`src/rtl/kpd_pkg.sv`:
```
// Keypad scanner shared types: scan and debounce state encodings, key index to hex map.
package kpd_pkg;

  typedef enum logic [2:0] {
    SCAN_ROW0 = 3'd0,
    SCAN_ROW1 = 3'd1,
    SCAN_ROW2 = 3'd2,
    SCAN_ROW3 = 3'd3,
    SCAN_EVAL = 3'd4
  } scan_state_t;

  typedef enum logic [1:0] {
    DB_RELEASED   = 2'd0,
    DB_PRESS_DB   = 2'd1,
    DB_PRESSED    = 2'd2,
    DB_RELEASE_DB = 2'd3
  } db_state_t;

  // Entry [row*4+col]; rows read 1,2,3,A / 4,5,6,B / 7,8,9,C / E,0,F,D.
  localparam logic [15:0][3:0] KPD_HEX = {
    4'hD, 4'hF, 4'h0, 4'hE,
    4'hC, 4'h9, 4'h8, 4'h7,
    4'hB, 4'h6, 4'h5, 4'h4,
    4'hA, 4'h3, 4'h2, 4'h1
  };

  localparam logic [3:0] KPD_CLR_CODE = 4'hE;

endpackage

```
`src/rtl/kpd_if.sv`:
```
// Key event bus: valid/ready event handshake plus held, overrun and accumulator status.
interface kpd_if;
  logic        key_valid;
  logic        key_ready;
  logic [3:0]  key_code;
  logic        key_held;
  logic        overrun;
  logic [15:0] accum;

  modport master (
    output key_valid, key_code, key_held, overrun, accum,
    input  key_ready
  );

  modport slave (
    input  key_valid, key_code, key_held, overrun, accum,
    output key_ready
  );
endinterface

```
`src/rtl/kpd_sync2.sv`:
```
// 4-bit two-flop synchronizer for the asynchronous column inputs; resets to idle-high.
module kpd_sync2 (
  input  logic       clk,
  input  logic       rst,
  input  logic [3:0] i_d,
  output logic [3:0] o_q
);
  logic [3:0] r_s1;
  logic [3:0] r_s2;

  always_ff @(posedge clk) begin
    if (rst) begin
      r_s1 <= 4'hF;
      r_s2 <= 4'hF;
    end else begin
      r_s1 <= i_d;
      r_s2 <= r_s1;
    end
  end

  assign o_q = r_s2;
endmodule

```
`src/rtl/kpd_scan.sv`:
```
// 4x4 keypad scanner: row strobe, whole-scan debounce, one-entry key event buffer.
// Define KPD_ACCUM_EN to build the BCD entry accumulator on accum; otherwise accum is zero.
module kpd_scan
  import kpd_pkg::*;
#(
  parameter int SCAN_DIV = 50000,
  parameter int DB_SCANS = 4
) (
  input  logic       clk,
  input  logic       rst,
  output logic [3:0] rows,
  input  logic [3:0] cols,
  kpd_if.master      kpd
);
  localparam int DIV_W = (SCAN_DIV > 1) ? $clog2(SCAN_DIV) : 1;
  localparam int DB_W  = $clog2(DB_SCANS + 1);
  localparam logic [DIV_W-1:0] DIV_LAST = DIV_W'(SCAN_DIV - 1);
  localparam logic [DB_W-1:0]  DB_LAST  = DB_W'(DB_SCANS - 1);

  logic [3:0] w_cols_s;

  kpd_sync2 u_sync (
    .clk (clk),
    .rst (rst),
    .i_d (cols),
    .o_q (w_cols_s)
  );

  scan_state_t      r_scan, w_scan_nxt;
  logic [DIV_W-1:0] r_div, w_div_nxt;
  logic [3:0]       w_rows;
  logic [1:0]       w_row;
  logic             w_last;
  logic [15:0]      r_samp;

  always_comb begin
    w_scan_nxt = r_scan;
    w_rows     = 4'b1111;
    w_row      = 2'd0;
    w_last     = (r_div == DIV_LAST);
    unique case (r_scan)
      SCAN_ROW0: begin w_rows = 4'b1110; w_row = 2'd0; if (w_last) w_scan_nxt = SCAN_ROW1; end
      SCAN_ROW1: begin w_rows = 4'b1101; w_row = 2'd1; if (w_last) w_scan_nxt = SCAN_ROW2; end
      SCAN_ROW2: begin w_rows = 4'b1011; w_row = 2'd2; if (w_last) w_scan_nxt = SCAN_ROW3; end
      SCAN_ROW3: begin w_rows = 4'b0111; w_row = 2'd3; if (w_last) w_scan_nxt = SCAN_EVAL; end
      SCAN_EVAL: w_scan_nxt = SCAN_ROW0;
      default:   w_scan_nxt = SCAN_ROW0;
    endcase
    w_div_nxt = (w_last || r_scan == SCAN_EVAL) ? '0 : r_div + 1'b1;
  end

  // r_samp bit row*4+col is set when that key read as pressed on the last dwell cycle.
  always_ff @(posedge clk) begin
    if (rst) begin
      r_scan <= SCAN_ROW0;
      r_div  <= '0;
      r_samp <= '0;
    end else begin
      r_scan <= w_scan_nxt;
      r_div  <= w_div_nxt;
      if (w_last && r_scan != SCAN_EVAL) r_samp[{w_row, 2'b00} +: 4] <= ~w_cols_s;
    end
  end

  assign rows = w_rows;

  logic [1:0] w_nkeys;
  logic [3:0] w_idx;
  logic       w_single;

  always_comb begin
    w_nkeys = 2'd0;
    w_idx   = 4'd0;
    for (int i = 0; i < 16; i++) begin
      if (r_samp[i]) begin
        w_idx = 4'(i);
        if (w_nkeys != 2'd2) w_nkeys = w_nkeys + 2'd1;
      end
    end
    w_single = (w_nkeys == 2'd1);
  end

  db_state_t       r_db, w_db_nxt;
  logic [DB_W-1:0] r_cnt, w_cnt_nxt;
  logic [3:0]      r_key, w_key_nxt;
  logic            w_evt;
  logic            w_match;
  logic [3:0]      w_evt_code;

  always_comb begin
    w_db_nxt   = r_db;
    w_cnt_nxt  = r_cnt;
    w_key_nxt  = r_key;
    w_evt      = 1'b0;
    w_match    = w_single && (w_idx == r_key);
    if (r_scan == SCAN_EVAL) begin
      unique case (r_db)
        DB_RELEASED: if (w_single) begin
          w_key_nxt = w_idx;
          w_cnt_nxt = DB_W'(1);
          if (DB_SCANS <= 1) begin w_db_nxt = DB_PRESSED; w_evt = 1'b1; w_cnt_nxt = '0; end
          else               w_db_nxt = DB_PRESS_DB;
        end
        DB_PRESS_DB: begin
          if (!w_single) begin
            w_db_nxt  = DB_RELEASED;
            w_cnt_nxt = '0;
          end else if (!w_match) begin
            w_key_nxt = w_idx;
            w_cnt_nxt = DB_W'(1);
          end else if (r_cnt == DB_LAST) begin
            w_db_nxt  = DB_PRESSED;
            w_cnt_nxt = '0;
            w_evt     = 1'b1;
          end else begin
            w_cnt_nxt = r_cnt + 1'b1;
          end
        end
        DB_PRESSED: if (!w_match) begin
          w_cnt_nxt = DB_W'(1);
          if (DB_SCANS <= 1) begin w_db_nxt = DB_RELEASED; w_cnt_nxt = '0; end
          else               w_db_nxt = DB_RELEASE_DB;
        end
        DB_RELEASE_DB: begin
          if (w_match) begin
            w_db_nxt  = DB_PRESSED;
            w_cnt_nxt = '0;
          end else if (r_cnt == DB_LAST) begin
            w_db_nxt  = DB_RELEASED;
            w_cnt_nxt = '0;
          end else begin
            w_cnt_nxt = r_cnt + 1'b1;
          end
        end
        default: begin
          w_db_nxt  = DB_RELEASED;
          w_cnt_nxt = '0;
        end
      endcase
    end
    w_evt_code = KPD_HEX[w_key_nxt];
  end

  logic       r_vld;
  logic [3:0] r_code;
  logic       r_ovr;
  logic       w_pop;

  assign w_pop = r_vld && kpd.key_ready;

  always_ff @(posedge clk) begin
    if (rst) begin
      r_db   <= DB_RELEASED;
      r_cnt  <= '0;
      r_key  <= 4'd0;
      r_vld  <= 1'b0;
      r_code <= 4'd0;
      r_ovr  <= 1'b0;
    end else begin
      r_db  <= w_db_nxt;
      r_cnt <= w_cnt_nxt;
      r_key <= w_key_nxt;
      // A pop in the same cycle frees the slot, so the new event is not an overrun.
      if (w_evt && (!r_vld || w_pop)) begin
        r_vld  <= 1'b1;
        r_code <= w_evt_code;
      end else if (w_pop) begin
        r_vld <= 1'b0;
      end
      if (w_evt && r_vld && !w_pop) r_ovr <= 1'b1;
    end
  end

  assign kpd.key_valid = r_vld;
  assign kpd.key_code  = r_code;
  assign kpd.overrun   = r_ovr;
  assign kpd.key_held  = (r_db == DB_PRESSED) || (r_db == DB_RELEASE_DB);

`ifdef KPD_ACCUM_EN
  logic [15:0] r_accum;

  // Dropped events still feed the accumulator: it tracks keys entered, not keys consumed.
  always_ff @(posedge clk) begin
    if (rst) begin
      r_accum <= 16'h0000;
    end else if (w_evt) begin
      if (w_evt_code <= 4'h9)               r_accum <= {r_accum[11:0], w_evt_code};
      else if (w_evt_code == KPD_CLR_CODE)  r_accum <= 16'h0000;
    end
  end

  assign kpd.accum = r_accum;
`else
  assign kpd.accum = 16'h0000;
`endif

endmodule

```
`src/flat_wrapper.sv`:
```
// flat-port wrapper written by rule: the top's interface ports become plain ports
module kpd_scan_flat import kpd_pkg::*;
#(
  parameter int SCAN_DIV = 50000,
  parameter int DB_SCANS = 4
)
  (clk, rst, rows, cols, kpd_key_valid, kpd_key_code, kpd_key_held, kpd_overrun, kpd_accum, kpd_key_ready);
  kpd_if kpd_i ();
  input  logic clk;
  input  logic rst;
  output logic [3:0] rows;
  input  logic [3:0] cols;
  output wire logic [$bits(kpd_i.key_valid)-1:0] kpd_key_valid;
  output wire logic [$bits(kpd_i.key_code)-1:0] kpd_key_code;
  output wire logic [$bits(kpd_i.key_held)-1:0] kpd_key_held;
  output wire logic [$bits(kpd_i.overrun)-1:0] kpd_overrun;
  output wire logic [$bits(kpd_i.accum)-1:0] kpd_accum;
  input wire logic [$bits(kpd_i.key_ready)-1:0] kpd_key_ready;
  assign kpd_key_valid = kpd_i.key_valid;
  assign kpd_key_code = kpd_i.key_code;
  assign kpd_key_held = kpd_i.key_held;
  assign kpd_overrun = kpd_i.overrun;
  assign kpd_accum = kpd_i.accum;
  assign kpd_i.key_ready = kpd_key_ready;
  kpd_scan #(.SCAN_DIV(SCAN_DIV), .DB_SCANS(DB_SCANS)) u_core (.clk(clk), .rst(rst), .rows(rows), .cols(cols), .kpd(kpd_i));
endmodule
```
`config.mk`:
```
export PLATFORM = sky130hd
export DESIGN_NAME = kpd_scan_flat
export DESIGN_NICKNAME = d
export VERILOG_FILES = /design/src/rtl/kpd_pkg.sv /design/src/rtl/kpd_if.sv /design/src/rtl/kpd_sync2.sv /design/src/rtl/kpd_scan.sv /design/src/flat_wrapper.sv
export SDC_FILE = /design/constraint.sdc
export NUM_CORES = 1
export LEC_CHECK = 0
export BUFFER_PORTS_ARGS = -buffer_cell sky130_fd_sc_hd__buf_2
export CORE_ASPECT_RATIO = 0.9
export CORE_MARGIN = 10
export CORE_UTILIZATION = 61
export CTS_CLUSTER_DIAMETER = 50
export DETAILED_ROUTE_END_ITERATION = 10
export GPL_TIMING_DRIVEN = 0
export PLACE_DENSITY = 0.86
export SETUP_SLACK_MARGIN = 0.3
export SLEW_MARGIN = 20
export SYNTH_ARGS = -nofsm -noshare
export SYNTH_HDL_FRONTEND = slang
export SYNTH_HIERARCHICAL = 1
export SYNTH_SLANG_ARGS = --single-unit
```
`constraint.sdc`:
```
create_clock -name clk -period 15.55 [get_ports clk]
set_input_delay 2.3325 -clock clk [delete_from_list [all_inputs] [get_ports clk]]
set_output_delay 2.3325 -clock clk [all_outputs]
set_load 0.005 [all_outputs]
```
* Word level (Yosys, flattened, before mapping)
Memory sizes are Yosys's and may differ from the RTL's. A register that Yosys moved wholly into a read port is not among the register bits. Cells that the tools add are included.
Storage, ports and cells: memories kept 1, logic and storage cells 167, bits in registers 54, ROM bits 64, input port bits 7
Cells by class: bitwise operators 1, reduce and logical (&&, ||, !) cells 18, mux-type cells 81, eq/ne operators 36, shifts and indexed selects 2, $add $sub $neg 18
Memory list:
- (no name shown) | depth 16, bits a word 4, read ports 1, clocked after memory_dff 1, wr ports 0, line kpd_scan.sv:141 | w_evt_code = KPD_HEX[w_key_nxt];
Operators by type and width (number):
- $mux 2 | 39
- $mux 4 | 12
- $mux 3 | 14
- $ne 2x2->1 const B | 15
- $add 2x1->2 const B | 14
- $pmux 3 s4 | 2
- $add 16x1->16 const B | 1
- $bwmux 16 | 1
- $eq 16x16->1 const B | 1
- $pmux 4 s4 | 1
- $shift 4x6->16 const A | 1
- $shiftx 4x6->16 | 1
- $ne 2x1->1 const B | 5
- $eq 3x2->1 const B | 3
- $mux 1 | 9
- $ne 3x3->1 const B | 3
- $pmux 2 s4 | 1
- $pmux 4 s2 | 1
- $logic_and 1x1->1 | 6
- $neg 4->6 | 1
- $pmux 2 s3 | 1
- $reduce_and 6->1 | 1
- $eq 2x1->1 const B | 2
- $eq 2x2->1 const B | 2
- other kinds (16) | 19

* Depth between registers and ports, before layout
depth in word-level cells 54, depth in mapped cells 34, mapped depth without buffers 31

* By module
The synthesis kept the hierarchy.
Modules (own cells, without submodules):
- kpd_scan | area an instance 4509.3 um^2, cells each 592, times used 1
- kpd_sync2 | area an instance 210.2 um^2, cells each 16, times used 1

* Worst setup path after synthesis
No wires, ideal clock.
path kind reg-to-reg, start reg u_core.r_samp[0], end reg u_core.r_code[2] (netlist: u_core/kpd.key_code[2]), library setup time 0.073 ns, period minus slack after synthesis 6.913 ns, buffers on the path 2, cell stages (with the launch flop) 32, path slack 8.637 ns, data arrival time 6.840 ns, cells stage by stage dfxtp_1 -> inv_1 -> ha_1 -> or4b_1 -> buf_2 -> nand4_2 -> a21oi_1 -> or4_4 -> and3_1 -> buf_6 -> nor3_1 -> o32a_1 -> mux2_4 -> o221a_1 -> or3_1 -> and2_4 -> a2111oi_2 -> a21oi_1 -> o2bb2ai_2 -> nand2_1 -> a31oi_1 -> o21ai_0 -> ha_1 -> and3b_1 -> nor2_1 -> nor3_2 -> o22ai_1 -> inv_1 -> ha_1 -> mux2_4 -> o221a_1 -> nor3_2
RTL lines:
- from (decl) | line kpd_scan.sv:34 | logic [15:0] r_samp;
- from (signal, indexed assignment) | line kpd_scan.sv:61 | if (w_last && r_scan != SCAN_EVAL) r_samp[{w_row, 2'b00} +: 4] <= ~w_cols_s;
- $mux 1 (*) | line kpd_scan.sv:75 | if (r_samp[i]) begin
- $add 1x1->2 or $ne 1x2->1 (tied branches) | line kpd_scan.sv:77 | if (w_nkeys != 2'd2) w_nkeys = w_nkeys + 2'd1;
- $mux 2 | line kpd_scan.sv:77
- $mux 2 (*) | line kpd_scan.sv:75
- $add 2x1->2 or $ne 2x2->1 (tied branches) | line kpd_scan.sv:77
- $mux 2 | line kpd_scan.sv:77
- $mux 2 (*) | line kpd_scan.sv:75
- $add 2x1->2 or $ne 2x2->1 (tied branches) | line kpd_scan.sv:77
- (+37 left out)
- $mux 2 (*) | line kpd_scan.sv:75
- $eq 2x1->1 (*) | line kpd_scan.sv:80 | w_single = (w_nkeys == 2'd1);
- $logic_and 1x1->1 | line kpd_scan.sv:95 | w_match = w_single && (w_idx == r_key);
- $mux 4 | line kpd_scan.sv:108 | end else if (!w_match) begin
- $mux 4 | line kpd_scan.sv:105 | if (!w_single) begin
- $pmux 4 s2 (*) | line kpd_scan.sv:97 | unique case (r_db)
- $mux 4 (*) | line kpd_scan.sv:96 | if (r_scan == SCAN_EVAL) begin
- net u_core.w_key_nxt[1] | line kpd_scan.sv:85 | logic [3:0] r_key, w_key_nxt;
- to (decl) | line kpd_scan.sv:145 | logic [3:0] r_code;
The timed path passes the listed nets; every way through them passes the cells marked *. A chain may end at the register's enable or synchronous reset.

* Worst setup path in the final report
start reg u_core.r_samp[1], end reg u_core.r_code[2] (netlist: u_core/kpd.key_code[2])
RTL lines (line):
- $mux 2 | kpd_scan.sv:75
- $add 2x1->2 or $ne 2x2->1 (tied branches) | kpd_scan.sv:77
- $mux 2 | kpd_scan.sv:77
- $mux 2 | kpd_scan.sv:75
- $add 2x1->2 or $ne 2x2->1 (tied branches) | kpd_scan.sv:77
- $mux 2 | kpd_scan.sv:77
- $mux 2 | kpd_scan.sv:75
- $add 2x1->2 or $ne 2x2->1 (tied branches) | kpd_scan.sv:77
- (+34 left out)
- $mux 2 | kpd_scan.sv:75
- $eq 2x1->1 | kpd_scan.sv:80
- $logic_and 1x1->1 | kpd_scan.sv:95
- $mux 4 | kpd_scan.sv:108
- $mux 4 | kpd_scan.sv:105
- $pmux 4 s2 (*) | kpd_scan.sv:97
- $mux 4 (*) | kpd_scan.sv:96
- net u_core.w_key_nxt[1] | kpd_scan.sv:85
Marks and branches as above.

==> reports/metrics.csv <==
stage;metric;value;unit
run_status;status;complete, no violations;
clock_network;clkTransAtPathRegs;0.07;ns
logic_synthesis;synthTopCellsByCount;nor2_1 (73), dfxtp_1 (58), nand2_1 (52);
global_routing;grt_pass1_wl;18950;µm
setup_path;critPathMaxStageDelay;0.50;ns
pwr;peakVddDrop;0.00008082;V
logic_synthesis;synth-seq-area-share;0.2460;
clock_network;cts_made_buffers;9;
logic_synthesis;syn_inst;608;
final_layout;layout-drive-gt1-share;0.1524;
clock_network;post_cts_resized;0;
pwr;power_density;55.17;nW/µm²
logic_synthesis;synth_area;4720;µm²
logic_synthesis;yosysTopAreaCellShare;0.2460;
setup_path;slowest_stage;or4b_1;
clock_network;clkSinkCount;58;
global_routing;antenna_found_initial;0;
clock_network;h-tree-depth;3;
timing;slew_viol_final;0;
timing;setup_violations;0;
setup_path;criticalPathCategory;flop to flop;
timing;fin_crit;7.747;ns
detailed_routing;routed-wl-met2;5383;µm
logic_synthesis;synth_flop_cell;dfxtp_1;
final_layout;area_growth;9.332;%
logic_synthesis;ys_ff_latch;58;
logic_synthesis;synth_edf_count;0;
floorplanning;ioPinCount;34;
detailed_routing;drt_pass1_iterations;4;
logic_synthesis;yosys.cell_count.top_type;nor2_1;
setup_path;r2r_end;u_core/kpd.key_code[2]$_SDFFE_PP0P_;
final_layout;n_antenna_cell;0;
floorplanning;die_x;112.7;µm
setup_path;r2r-start;u_core/r_samp[1]$_SDFFE_PP0P_;
timing;finalCritPeriodShare;0.4982;
clock_network;clk_path_buf_depth;2;
setup_path;reg2reg_depth;32;
detailed_routing;wl_met1;4992;µm
hold_path;worstHoldPathType;flop to flop;
setup_path;startpoint;u_core/r_samp[1]$_SDFFE_PP0P_;
detailed_routing;met3_wirelength;519;µm
timing;finalHoldViolations;0;
hold_path;hold_depth;1;
placed_design;routabilityCongestion;0.8971;
clock_network;cts_tree;built;
final_layout;stdcell_area;5160;µm²
timing;rsz0062_at_grt;false;
placed_design;dp_hpwl;8400;µm
timing;hold_ws;0.4066;ns
global_routing;grt_pass1_vias;4398;
global_routing;gr-total-overflow;0;
global_routing;grt_max_degree;12;
logic_synthesis;synth_cell_types;95;
detailed_routing;wirelength;11000;µm
timing;skew;0.007547;ns
setup_path;required;15.82;ns
pwr;leakage;1.958;nW
detailed_routing;drt-initial-drc-count;247;
timing;tns;0;ns
placed_design;placed_area;4981;µm²
floorplanning;die_area;11660;µm²
setup_path;cp-end-kind;flop;
timing;max_freq;129.1;MHz
clock_network;root_buffer;clkbuf_8;
detailed_routing;highest_layer;met4;
clock_network;ctsHoldBuffers;0;
floorplanning;placementRows;30;
detailed_routing;drc;0;
setup_path;crit_arrival;8.02;ns
logic_synthesis;async_flop_share;0;
final_layout;instances_no_fill;752;
logic_synthesis;synthTopCellsByArea;dfxtp_1 (25%), nor2_1 (5.8%), a21oi_1 (5.1%);
detailed_routing;vias_per_cell;6.029;
clock_network;worstSkewPairLatency;0.34;ns
global_routing;grt_usage;0.1888;
logic_synthesis;yosysTopAreaCell;dfxtp_1;
detailed_routing;postRouteAntennaNets;0;
clock_network;postCtsSetupBuffers;0;
final_layout;fin_nets;674;
setup_path;crit_path_end;u_core/kpd.key_code[2]$_SDFFE_PP0P_;
setup_path;cp_max_fo;9;
setup_path;rrSetupSlack;7.80;ns
logic_synthesis;syn_area_per_cell;7.762;µm²
floorplanning;fp.coreArea;7545;µm²
logic_synthesis;ys_warn_count;6;
detailed_routing;num_vias;4534;
placed_design;dp_cells;736;
floorplanning;initial_core_util;0.6255;
run;maxCapViolations;0;
timing;worst_slew_pin_slew;0.6588;ns
setup_path;worstSetupStartpointType;flop;
timing;worst_slew_margin_rel;0.5574;
placed_design;io_buffers;17;
floorplanning;die_y;103.4;µm
detailed_routing;wire_per_inst;14.63;µm
## how the worst min path moves through the flow
stage | to | start | slack, ns
global placement | u_core/u_sync/o_q[0]$_SDFF_PP1_ | u_core/u_sync/r_s1[0]$_SDFF_PP1_ | 0.39
global route | u_core/u_sync/o_q[3]$_SDFF_PP1_ | u_core/u_sync/r_s1[3]$_SDFF_PP1_ | 0.44
floorplan | u_core/u_sync/o_q[0]$_SDFF_PP1_ | u_core/u_sync/r_s1[0]$_SDFF_PP1_ | 0.38
CTS | u_core/u_sync/o_q[3]$_SDFF_PP1_ | u_core/u_sync/r_s1[3]$_SDFF_PP1_ | 0.41
detailed placement | u_core/u_sync/o_q[3]$_SDFF_PP1_ | u_core/u_sync/r_s1[3]$_SDFF_PP1_ | 0.39
finish | u_core/u_sync/o_q[3]$_SDFF_PP1_ | u_core/u_sync/r_s1[3]$_SDFF_PP1_ | 0.41
## per-stage QoR
stage / worst slack [ns] / util / power, mW
2_1_floorplan: 8.637 / - / 0.1613
6_report: 7.803 / 0.6839 / 0.2846
3_5_place_dp: 7.887 / 0.6602 / 0.1638
5_1_grt: 7.146 / 0.6839 / 0.2952
4_1_cts: 7.840 / 0.6839 / 0.2865
3_3_place_gp: 8.071 / 0.6602 / 0.1634
## area by class of cell
type	count	area, µm²
multi-input combinational	495	3262
fill	620	2385
sequential	58	1161
buffer	45	259.0
clock buffer	10	137.6
tap	96	120.1
inverter	25	93.84
timing repair buffer	17	85.08
clock inverter	6	41.29
## metal layers
layer | track usage | vias up
li1 | - | 2271
met4 | 0.06628 | 0
met2 | 0.3394 | 128
met3 | 0.03403 | 11
met5 | 0 | -
met1 | 0.2218 | 2124
## critical path, delay by kind of cell, from the launching register on
kind | cells | cell delay [ns]
buffers and inverters | 4 | 0.43
multiplexers | 2 | 0.69
flip-flops | 1 | 0.40
AND/OR/NAND/NOR | 11 | 2.39
adder cells (fa/ha/maj) | 3 | 0.85
XOR/XNOR | 1 | 0.19
AO/OA/AOI/OAI | 11 | 2.71
## flip-flops by register name, summed over array words and instances (netlist names)
name and cells:
u_core/kpd.key_code 4, u_core/kpd.key_valid 1, u_core/kpd.overrun 1, u_core/r_cnt 3
u_core/r_db 2, u_core/r_div 16, u_core/r_key 4, u_core/r_samp 16
u_core/r_scan 3, u_core/u_sync/o_q 4, u_core/u_sync/r_s1 4
## power breakdown
part / switching [mW] / total (mW) / internal [mW]
logic: 0.00485 / 0.00934 / 0.00449
clock network: 0.0620 / 0.124 / 0.0619
registers: 0.00130 / 0.151 / 0.150
total: 0.0681 / 0.285 / 0.217
## layout by cell type, fill, tap and decap left out, drive strengths merged, types with 5 or more instances in the layout
master,netlist,final
a211oi,6,6
a21oi,49,49
a311oi,5,5
a31oi,6,6
and2,11,11
and3,9,9
buf,26,43
clkbuf,19,29
conb,1,16
dfxtp,58,58
ha,16,16
inv,25,26
mux2,5,5
mux2i,8,8
nand2,53,53
nand2b,6,6
nand3,11,11
nand4,8,8
nor2,74,74
nor2b,6,6
nor3,40,40
nor4,5,5
o211ai,11,11
o21ai,19,19
o221ai,6,6
o31ai,9,9
or2,12,12
or3,11,11
xnor2,22,22
xor2,8,8
## cells by family after synthesis
group / synth area share
xor+xnor: 0.05727
buf+inv: 0.07476
compound gates: 0.2585
simple gates: 0.2797
fa+ha+maj: 0.04242
flops: 0.2460
other cells: 0.0007946
mux: 0.04056
No activity file was read; power rests on OpenSTA's default activity.
